===== config.mk =====
export PLATFORM = sky130hd
export DESIGN_NAME = wfg_stim_pat
export DESIGN_NICKNAME = d
export VERILOG_FILES = /design/src/rtl/wfg_stim_pat.sv
export SDC_FILE = /design/constraint.sdc
export NUM_CORES = 1
export LEC_CHECK = 0
export CAP_MARGIN = 10
export CORE_MARGIN = 1
export CORE_UTILIZATION = 30
export CTS_BUF_LIST = sky130_fd_sc_hd__clkbuf_8
export DETAILED_ROUTE_END_ITERATION = 8
export HOLD_SLACK_MARGIN = 0.06
export PLACE_DENSITY = 0.46
export SLEW_MARGIN = 15
export SYNTH_ARGS = -nofsm -noshare
export SYNTH_HDL_FRONTEND = slang
export SYNTH_SLANG_ARGS = --single-unit

===== constraint.sdc =====
create_clock -name clk -period 6.3 [get_ports clk]
set_input_delay 1.575 -clock clk [delete_from_list [all_inputs] [get_ports clk]]
set_output_delay 1.575 -clock clk [all_outputs]
set_load 0.005 [all_outputs]

===== src/rtl/wfg_stim_pat.sv =====
// AXI-Stream pattern source for the pattern driver stage.
// Emits constant, incrementing, walking-bit or LFSR words and frames them
// with tlast every (cfg_len_i + 1) words. Configuration is sampled only on
// the IDLE -> RUN transition; a disable waits for the held word to drain.
module wfg_stim_pat #(
  // The walking-bit and LFSR modes are defined for 32-bit words only.
  parameter int unsigned AXIS_DATA_WIDTH = 32,
  parameter int unsigned LEN_W           = 16
) (
  input  logic                       clk,
  input  logic                       rst_n,
  input  logic                       ctrl_en_i,
  input  logic [1:0]                 cfg_mode_i,
  input  logic [AXIS_DATA_WIDTH-1:0] cfg_seed_i,
  input  logic [AXIS_DATA_WIDTH-1:0] cfg_inc_i,
  input  logic [LEN_W-1:0]           cfg_len_i,
  input  logic                       wfg_axis_tready_i,
  output logic                       wfg_axis_tvalid_o,
  output logic                       wfg_axis_tlast_o,
  output logic [AXIS_DATA_WIDTH-1:0] wfg_axis_tdata_o,
  output logic                       active_o,
  output logic [LEN_W-1:0]           frame_cnt_o
);

  typedef enum logic [1:0] {
    ST_IDLE  = 2'd0,
    ST_RUN   = 2'd1,
    ST_DRAIN = 2'd2
  } state_e;

  localparam logic [1:0] MODE_CONST = 2'd0;
  localparam logic [1:0] MODE_INC   = 2'd1;
  localparam logic [1:0] MODE_WALK  = 2'd2;
  localparam logic [1:0] MODE_LFSR  = 2'd3;

  // Galois feedback taps for the right-shifting LFSR.
  localparam logic [AXIS_DATA_WIDTH-1:0] LFSR_TAPS = AXIS_DATA_WIDTH'(32'h8020_0003);

  state_e                     state_q;
  logic [1:0]                 mode_q;
  logic [AXIS_DATA_WIDTH-1:0] inc_q;
  logic [LEN_W-1:0]           len_q;
  logic [LEN_W-1:0]           word_cnt_q;
  logic [LEN_W-1:0]           frame_cnt_q;
  logic [AXIS_DATA_WIDTH-1:0] tdata_q;
  logic                       tvalid_q;
  logic                       tlast_q;
  logic                       active_q;

  logic [AXIS_DATA_WIDTH-1:0] tdata_d;
  logic [AXIS_DATA_WIDTH-1:0] seed_d;
  logic [LEN_W-1:0]           word_cnt_inc;
  logic                       handshake;

  assign handshake    = tvalid_q & wfg_axis_tready_i;
  assign word_cnt_inc = word_cnt_q + LEN_W'(1);

  // Next pattern word from the current one, and the (LFSR-safe) start word.
  always_comb begin
    // NOTE: every always_comb output gets a default first so no path can infer a latch.
    tdata_d = tdata_q;
    seed_d  = cfg_seed_i;
    unique case (mode_q)
      MODE_CONST: tdata_d = tdata_q;
      MODE_INC:   tdata_d = tdata_q + inc_q;
      MODE_WALK:  tdata_d = {tdata_q[AXIS_DATA_WIDTH-2:0], tdata_q[AXIS_DATA_WIDTH-1]};
      MODE_LFSR:  tdata_d = (tdata_q >> 1) ^ (tdata_q[0] ? LFSR_TAPS : '0);
      default:    tdata_d = tdata_q;
    endcase
    // An all-zero LFSR state would lock up, so a zero seed starts at 1.
    if (cfg_mode_i == MODE_LFSR && cfg_seed_i == '0) begin
      seed_d = AXIS_DATA_WIDTH'(1);
    end
  end

  // Control FSM with registered stream outputs, counters and config shadows.
  always_ff @(posedge clk) begin
    // NOTE: sequential state uses non-blocking assignments so every register
    // samples pre-edge values regardless of statement order.
    if (!rst_n) begin
      state_q     <= ST_IDLE;
      mode_q      <= MODE_CONST;
      inc_q       <= '0;
      len_q       <= '0;
      word_cnt_q  <= '0;
      frame_cnt_q <= '0;
      tdata_q     <= '0;
      tvalid_q    <= 1'b0;
      tlast_q     <= 1'b0;
      active_q    <= 1'b0;
    end else begin
      unique case (state_q)
        ST_IDLE: begin
          if (ctrl_en_i) begin
            mode_q     <= cfg_mode_i;
            inc_q      <= cfg_inc_i;
            len_q      <= cfg_len_i;
            tdata_q    <= seed_d;
            tvalid_q   <= 1'b1;
            tlast_q    <= (cfg_len_i == '0);
            word_cnt_q <= '0;
            state_q    <= ST_RUN;
            active_q   <= 1'b1;
          end
        end

        ST_RUN: begin
          if (handshake) begin
            if (tlast_q) begin
              word_cnt_q  <= '0;
              frame_cnt_q <= frame_cnt_q + LEN_W'(1);
            end else begin
              word_cnt_q  <= word_cnt_inc;
            end
            if (ctrl_en_i) begin
              tdata_q <= tdata_d;
              tlast_q <= tlast_q ? (len_q == '0) : (word_cnt_inc == len_q);
            end else begin
              // Accepted word was the last one; the data register keeps it.
              tvalid_q <= 1'b0;
              tlast_q  <= 1'b0;
              state_q  <= ST_IDLE;
              active_q <= 1'b0;
            end
          end else if (!ctrl_en_i) begin
            // Pending word must still be delivered before going idle.
            state_q <= ST_DRAIN;
          end
        end

        ST_DRAIN: begin
          if (handshake) begin
            if (tlast_q) begin
              frame_cnt_q <= frame_cnt_q + LEN_W'(1);
            end
            tvalid_q <= 1'b0;
            tlast_q  <= 1'b0;
            state_q  <= ST_IDLE;
            active_q <= 1'b0;
          end
        end

        default: begin
          tvalid_q <= 1'b0;
          tlast_q  <= 1'b0;
          state_q  <= ST_IDLE;
          active_q <= 1'b0;
        end
      endcase
    end
  end

  assign wfg_axis_tvalid_o = tvalid_q;
  assign wfg_axis_tlast_o  = tlast_q;
  assign wfg_axis_tdata_o  = tdata_q;
  assign active_o          = active_q;
  assign frame_cnt_o       = frame_cnt_q;

endmodule


==> results.cfg <==
[yosys]
synthesis.area_mm2 = 0.008056
yosys.area_share.adder_pct = 5.839
synth_compound_area_share_pct = 24.80
avgSynthCellArea_um2 = 7.636
synthFlopType = dfxtp_1
yosys.area_share.simple_pct = 24.27
yosysTopAreaCellShare_pct = 29.32
synth_top_family_by_area = compound AO/OA/AOI/OAI gates
yosysSeqAreaShare_pct = 29.32
ys_types = 64
ys_warn_count = 0
synth.area.top_cells = dfxtp_1, nand2_1, ha_1
synth_top_area_cell = dfxtp_1
synth_nets = 1178
synth_async_sr_flop_share_pct = 0
synth_xor_area_share_pct = 6.740
ys_ff_latch = 118
synth_edf_count = 0
muxShareOfSynthArea_pct = 4.411
syn_inst = 1055

[floorplan]
row_count = 59
ios = 137
die_x_um = 165.9
initial_utilization_pct = 30.74
die-area_mm2 = 0.02751
coreArea_mm2 = 0.02621
die_h_um = 165.9

[power_and_ir_drop]
power_leakage_nw = 3.693
p_sw_share_pct = 43.91
power_mw = 3.674
p_int_mw = 2.061
power_density_mw_per_mm2 = 364.7
irDropWorstVdd_v = 0.0001916
clkPwrFrac_pct = 20.5
p_seq_share_pct = 30.8
switching_power_mw = 1.613
power_frac_comb_pct = 48.8

[layout]
drive_gt1_share_pct = 6.432
nets = 1276
antennaDiodeCount = 0
nFillCells = 2791
multi_input_area_mm2 = 0.005341
syn_to_final_growth_pct = 25.03
fin_cells = 1501
seq_area_mm2 = 0.002364
mostFrequentLayoutCell = nand2_1
final_cell_mix = nand2_1, clkdlybuf4s50_1, dfxtp_1, a21oi_1, nor2_1

[routing]
antenna_left = 0
dr.first_iter.drc_count = 462
wl_met3_um = 939
dr.max_layer_used = met4
dr.pass1.iters = 7
via_count = 7739
viasPerCell = 5.156
wl_per_cell_um = 17.56
wl_met2_um = 12290
m1WireLength_um = 12790
drc = 8
wl_um = 26360

[placement]
hpwlAfterDp_um = 19110
place_inst = 1469
finalWeightedCongestion = 0.8420
numPortBuffers = 136

[status]
violations = DRC
status = complete, but fails checks

[timing]
fin_crit_ns = 4.114
rsz0062_at_grt = false
final.setup.tns_ns = 0
hold_viol_final = 0
clock.fmax_ghz = 0.2430
finClkSkew_ns = 0.01502
finalMaxSlewViolations = 0
setup_violations = 0
fin_crit_sh_pct = 65.31
worst_pin_slew_ns = 0.9746
max_slew_margin_pct = 34.90

[flow_run]
cap_viol_max_count = 0

[clocking]
root_buffer = clkbuf_8
cts_max_level = 4
clock_path_buffers = 2
ctsHoldBuffers = 0
cts_resized = 0
cts_buffers = 17
post_cts_buffers = 0
cts_sinks = 118
cts_tree = built
worstSkewPairLatency_ns = 0.46
clk_pin_slew_ns = 0.08

[critical_path]
crit_type = in2reg
critPathMaxStageDelay_ns = 0.61
crit_fanout = 32
start_kind = input pin
critPathRequiredTime_ns = 6.66
crit_path_cell_trace = clkdlybuf4s50_1 -> o21ai_1 -> a2111oi_4 -> buf_4 -> nand2_1 -> nor2_1 -> o21ai_1 -> nor2_1 -> mux2i_1 -> o311ai_1
critPathCaptureType = register
critPathArrivalTime_ns = 4.48
slowest_stage = clkdlybuf4s50_1

[global_routing]
grt_pass1_wl_um = 41600
overflow = 0
antenna_found_initial = 0
track_usage_pct = 19.21
grt_max_degree = 82
first_global_vias = 7339

[worst_hold_path]
hold_class = reg2reg
==> per-stage QoR <==
step / instance area (um2) / worst slack (ns) / util (%) / hold WS, ns
after floorplan: 8056 / 3.210 / - / 0.4400
after global placement: 9661 / 1.843 / 36.86 / 0.4529
after detailed placement: 9661 / 1.772 / 36.86 / 0.4558
after CTS: 10070 / 2.235 / 38.44 / 0.4756
after global routing: 10070 / 1.992 / 38.44 / 0.4897
final: 10070 / 2.186 / 38.44 / 0.4715
==> cell usage after synthesis, types with 11 or more instances <==
| library cell | count |
|---|---|
| o21ai_0 | 44 |
| nor2_1 | 55 |
| a21oi_1 | 69 |
| inv_1 | 28 |
| o211ai_1 | 22 |
| o22ai_1 | 15 |
| and3_1 | 11 |
| nand4_1 | 23 |
| clkbuf_1 | 51 |
| nor2b_1 | 25 |
| dfxtp_1 | 118 |
| xnor2_1 | 41 |
| nand3_1 | 27 |
| nand2_1 | 189 |
| ha_1 | 36 |
| and2_1 | 15 |
| nor4_1 | 21 |
| mux2_2 | 12 |
| nor3_1 | 18 |
| a21boi_0 | 52 |
| mux2i_1 | 22 |
| xor2_1 | 21 |
==> sequential cells by signal (all words and copies together) (netlist names), 2 cells and up <==
| name | count |
|---|---|
| mode_q | 2 |
| word_cnt_q | 16 |
| frame_cnt_o | 16 |
| len_q | 16 |
| wfg_axis_tdata_o | 32 |
| state_q | 2 |
| inc_q | 32 |
==> power by group through the flow <==
stage               sequential, mW  clock, mW  combinational [mW]
global placement              1.15          0                1.80
global route                  1.16      0.806                1.99
CTS                           1.13      0.775                1.81
finish                        1.13      0.752                1.79
floorplan                     1.06          0                1.20
detailed placement            1.15          0                1.80
==> worst max-delay path, delay by kind of cell <==
kind | cells | cell delay (ns)
mux | 1 | 0.07
simple gates | 3 | 0.95
compound gates | 4 | 0.84
buf+inv | 2 | 1.00
==> layer usage <==
layer | track usage [%] | vias to the layer above
met5 | 0 | -
met4 | 4.754 | 0
met3 | 3.503 | 22
met2 | 31.87 | 161
met1 | 25.67 | 3594
li1 | - | 3962
==> logic make-up (layout without fill, tap and decap cells) <==
| kind of cell | Yosys count | in the layout |
|---|---|---|
| mux | 34 | 34 |
| flops | 118 | 118 |
| buf+inv | 95 | 206 |
| compound gates | 294 | 294 |
| fa+ha+maj | 37 | 37 |
| simple gates | 415 | 415 |
| xor+xnor | 62 | 62 |
==> path summary, 6_finish.rpt <==
check	from	to	slack (ns)	depth (start not counted)
setup / recovery	ctrl_en_i	wfg_axis_tdata_o[24]	2.19	10
hold / removal	inc_q[5]	inc_q[5]	0.47	2
setup reg to reg	state_q[1]	wfg_axis_tdata_o[24]	2.82	12
hold reg to reg	inc_q[5]	inc_q[5]	0.47	2
==> layout make-up <==
cell class	count	share of cell area, %
flip-flops and latches	118	23.46
well taps	335	4.161
inverters	28	1.043
clock inverters	15	1.776
clock buffers	17	2.323
repair buffers	146	14.21
multi-input cells	842	53.02
Note: power is estimated with default switching activity, not from simulation.
==> variant: new RTL, same flow settings <==
Encoding of `state_e`: now one-hot (3 bits for 3 states).
--- a/src/rtl/wfg_stim_pat.sv
+++ b/src/rtl/wfg_stim_pat.sv
@@ -24,6 +24,6 @@
 
-  typedef enum logic [1:0] {
-    ST_IDLE  = 2'd0,
-    ST_RUN   = 2'd1,
-    ST_DRAIN = 2'd2
+  typedef enum logic [2:0] {
+    ST_IDLE  = 3'b001,
+    ST_RUN   = 3'b010,
+    ST_DRAIN = 3'b100
   } state_e;
Formal check against the unedited RTL: same outputs for any inputs over 4 cycles, from zero or initial values and one cycle with rst_n low; so few cycles prove little.
==> variant against the original RTL <==
- wire length increased by 6.6%
- cell area up 1.1%
- synthesized cell count about the same
- synthesized area grew 1.1%
- first-iteration DRC count up 3.9%
- global-route usage up 1.1 points
- non-clock buffer count stayed put
- setup slack improved by 0.18 ns
- sequential cell count rose by 1
Power is not compared: it rests on default switching activity, and its combinational part moved more than twofold at a synthesized area within 25%.
==> variant: results (changes against the original RTL) <==
stage,metric,value,unit,change
grt,first-pass GRT wire length,44100,microns,was 41600 microns
critical_path,FF-to-FF path depth,11,,was 12
placed_design,HPWL after detailed placement,20500,microns,was 19100 microns
yosys,Yosys cell types,75,,was 64
critical_path,CP max FO,33,,was 32
clock_network,setup bufs post-CTS,0,,unchanged
cells_and_area,fillers,2703,,was 2791
yosys,"Avg Cell Area, Syn",7.72,sq um,was 7.64 sq um
placed_design,GPL Wtd Cong,0.813,,was 0.842
yosys,syn_nets,1176,,was 1178
yosys,top post-synthesis cells by area,"dfxtp_1, nand2_1, a21boi_0, ha_1, xnor2_1",,"was dfxtp_1, nand2_1, ha_1, a21boi_0, xnor2_1"
grt,vias in the first global route,7543,,was 7339
outcome,status,"finished, final reports clean",,was finished with violations
yosys,Commonest cells post-synth,"nand2_1, dfxtp_1, a21oi_1",,unchanged
clock_network,clk buf depth,2,,unchanged
cells_and_area,nets@finish,1274,,was 1276
timing,Worst Tran Pin Value,0.736,ns,was 0.975 ns
grt,antenna violations before repair,1,,was 0
cells_and_area,non-filler cells in the finished layout,1503,,was 1501
timing,Fmax,254,MHz,was 243 MHz
grt,GR Util All Layers,0.203,,was 0.192
routing,total number of vias,7935,,was 7739
cells_and_area,share of cells above drive strength 1,0.0608,,was 0.0643
critical_path,CP max stage delay,0.51,ns,was 0.61 ns
grt,pin count of the biggest net entering global routing,69,,was 82
timing,clk_skew,0.0106,ns,was 0.0150 ns
yosys,"FFs w/ async S/R, synth",0,,unchanged
routing,DRT Pass-1 Iters,5,,was 7
placed_design,DP Worst Slack,1.96,ns,was 1.77 ns
yosys,post-synthesis sequential area ratio,0.292,,was 0.293
routing,Initial DRC Count,480,,was 462
routing,Total Wirelength,28100,microns,was 26400 microns
critical_path,crit path DAT,4.29,ns,was 4.48 ns
-- variant: changes by cell type after synthesis, sizes merged, moves of 6 or more --
cell    before  now
o22ai       15    3
a221o        1    7
nor2b       25   14
a21o        10   17
o21ai       52   65
a21boi      56   62
a21oi       71   63
inv         28   17
o221ai       7    1
o211ai      22   31
buf         16   10
clkbuf      51   57
nand4       23   11
-- variant: worst paths after layout --
path / startpoint / end / slack [ns]
worst min-delay path: inc_q[19] / inc_q[19] / 0.47
worst max register to register: wfg_axis_tdata_o[0] / wfg_axis_tdata_o[22] / 2.97
worst max-delay path: wfg_axis_tready_i / wfg_axis_tdata_o[25] / 2.37
worst min register to register: inc_q[19] / inc_q[19] / 0.47
-- variant: cells by family after synthesis --
family	Yosys count	synth area share
simple gates	405	0.238
compound gates	319	0.269
xor+xnor	67	0.0720
buf+inv	84	0.0399
fa+ha+maj	34	0.0531
mux	28	0.0355
flops	119	0.292
-- variant: cell type report --
cell class / instances / share of cell area
Inverter: 17 / 0.00627
Multi-Input combinational cell: 853 / 0.536
Timing Repair Buffer: 146 / 0.141
Antenna cell: 1 / 0.000246
Sequential cell: 119 / 0.234
Clock inverter: 14 / 0.0171
Clock buffer: 18 / 0.0243
Tap cell: 335 / 0.0412
-- variant: worst max-delay path: cells and delay by family --
family | cells | cell delay, ns
buffers and inverters | 2 | 0.86
AO/OA/AOI/OAI | 4 | 0.77
AND/OR/NAND/NOR | 4 | 1.06
-- variant: routing by layer --
layer	GRT usage	vias to the layer above	wire (microns)
met4	0.0552	0	513
met1	0.280	3719	13500
met5	0	-	0
met2	0.324	192	13000
li1	-	3999	-
met3	0.0342	25	1110
-- variant: per-stage QoR --
| step | area (sq um) | power (W) |
|---|---|---|
| floorplan | 8150 | 0.00113 |
| global placement | 9750 | 0.00134 |
| detailed placement | 9750 | 0.00134 |
| CTS | 10200 | 0.00212 |
| global route | 10200 | 0.00220 |
| finish | 10200 | 0.00209 |
-- variant: where the power goes --
group / internal [W] / switching [W] / leakage [nW] / total [W]
Clock: 0.000405 / 0.000364 / 0.207 / 0.000769
Sequential: 0.000794 / 0.0000597 / 0.974 / 0.000854
Combinational: 0.000216 / 0.000251 / 2.55 / 0.000467
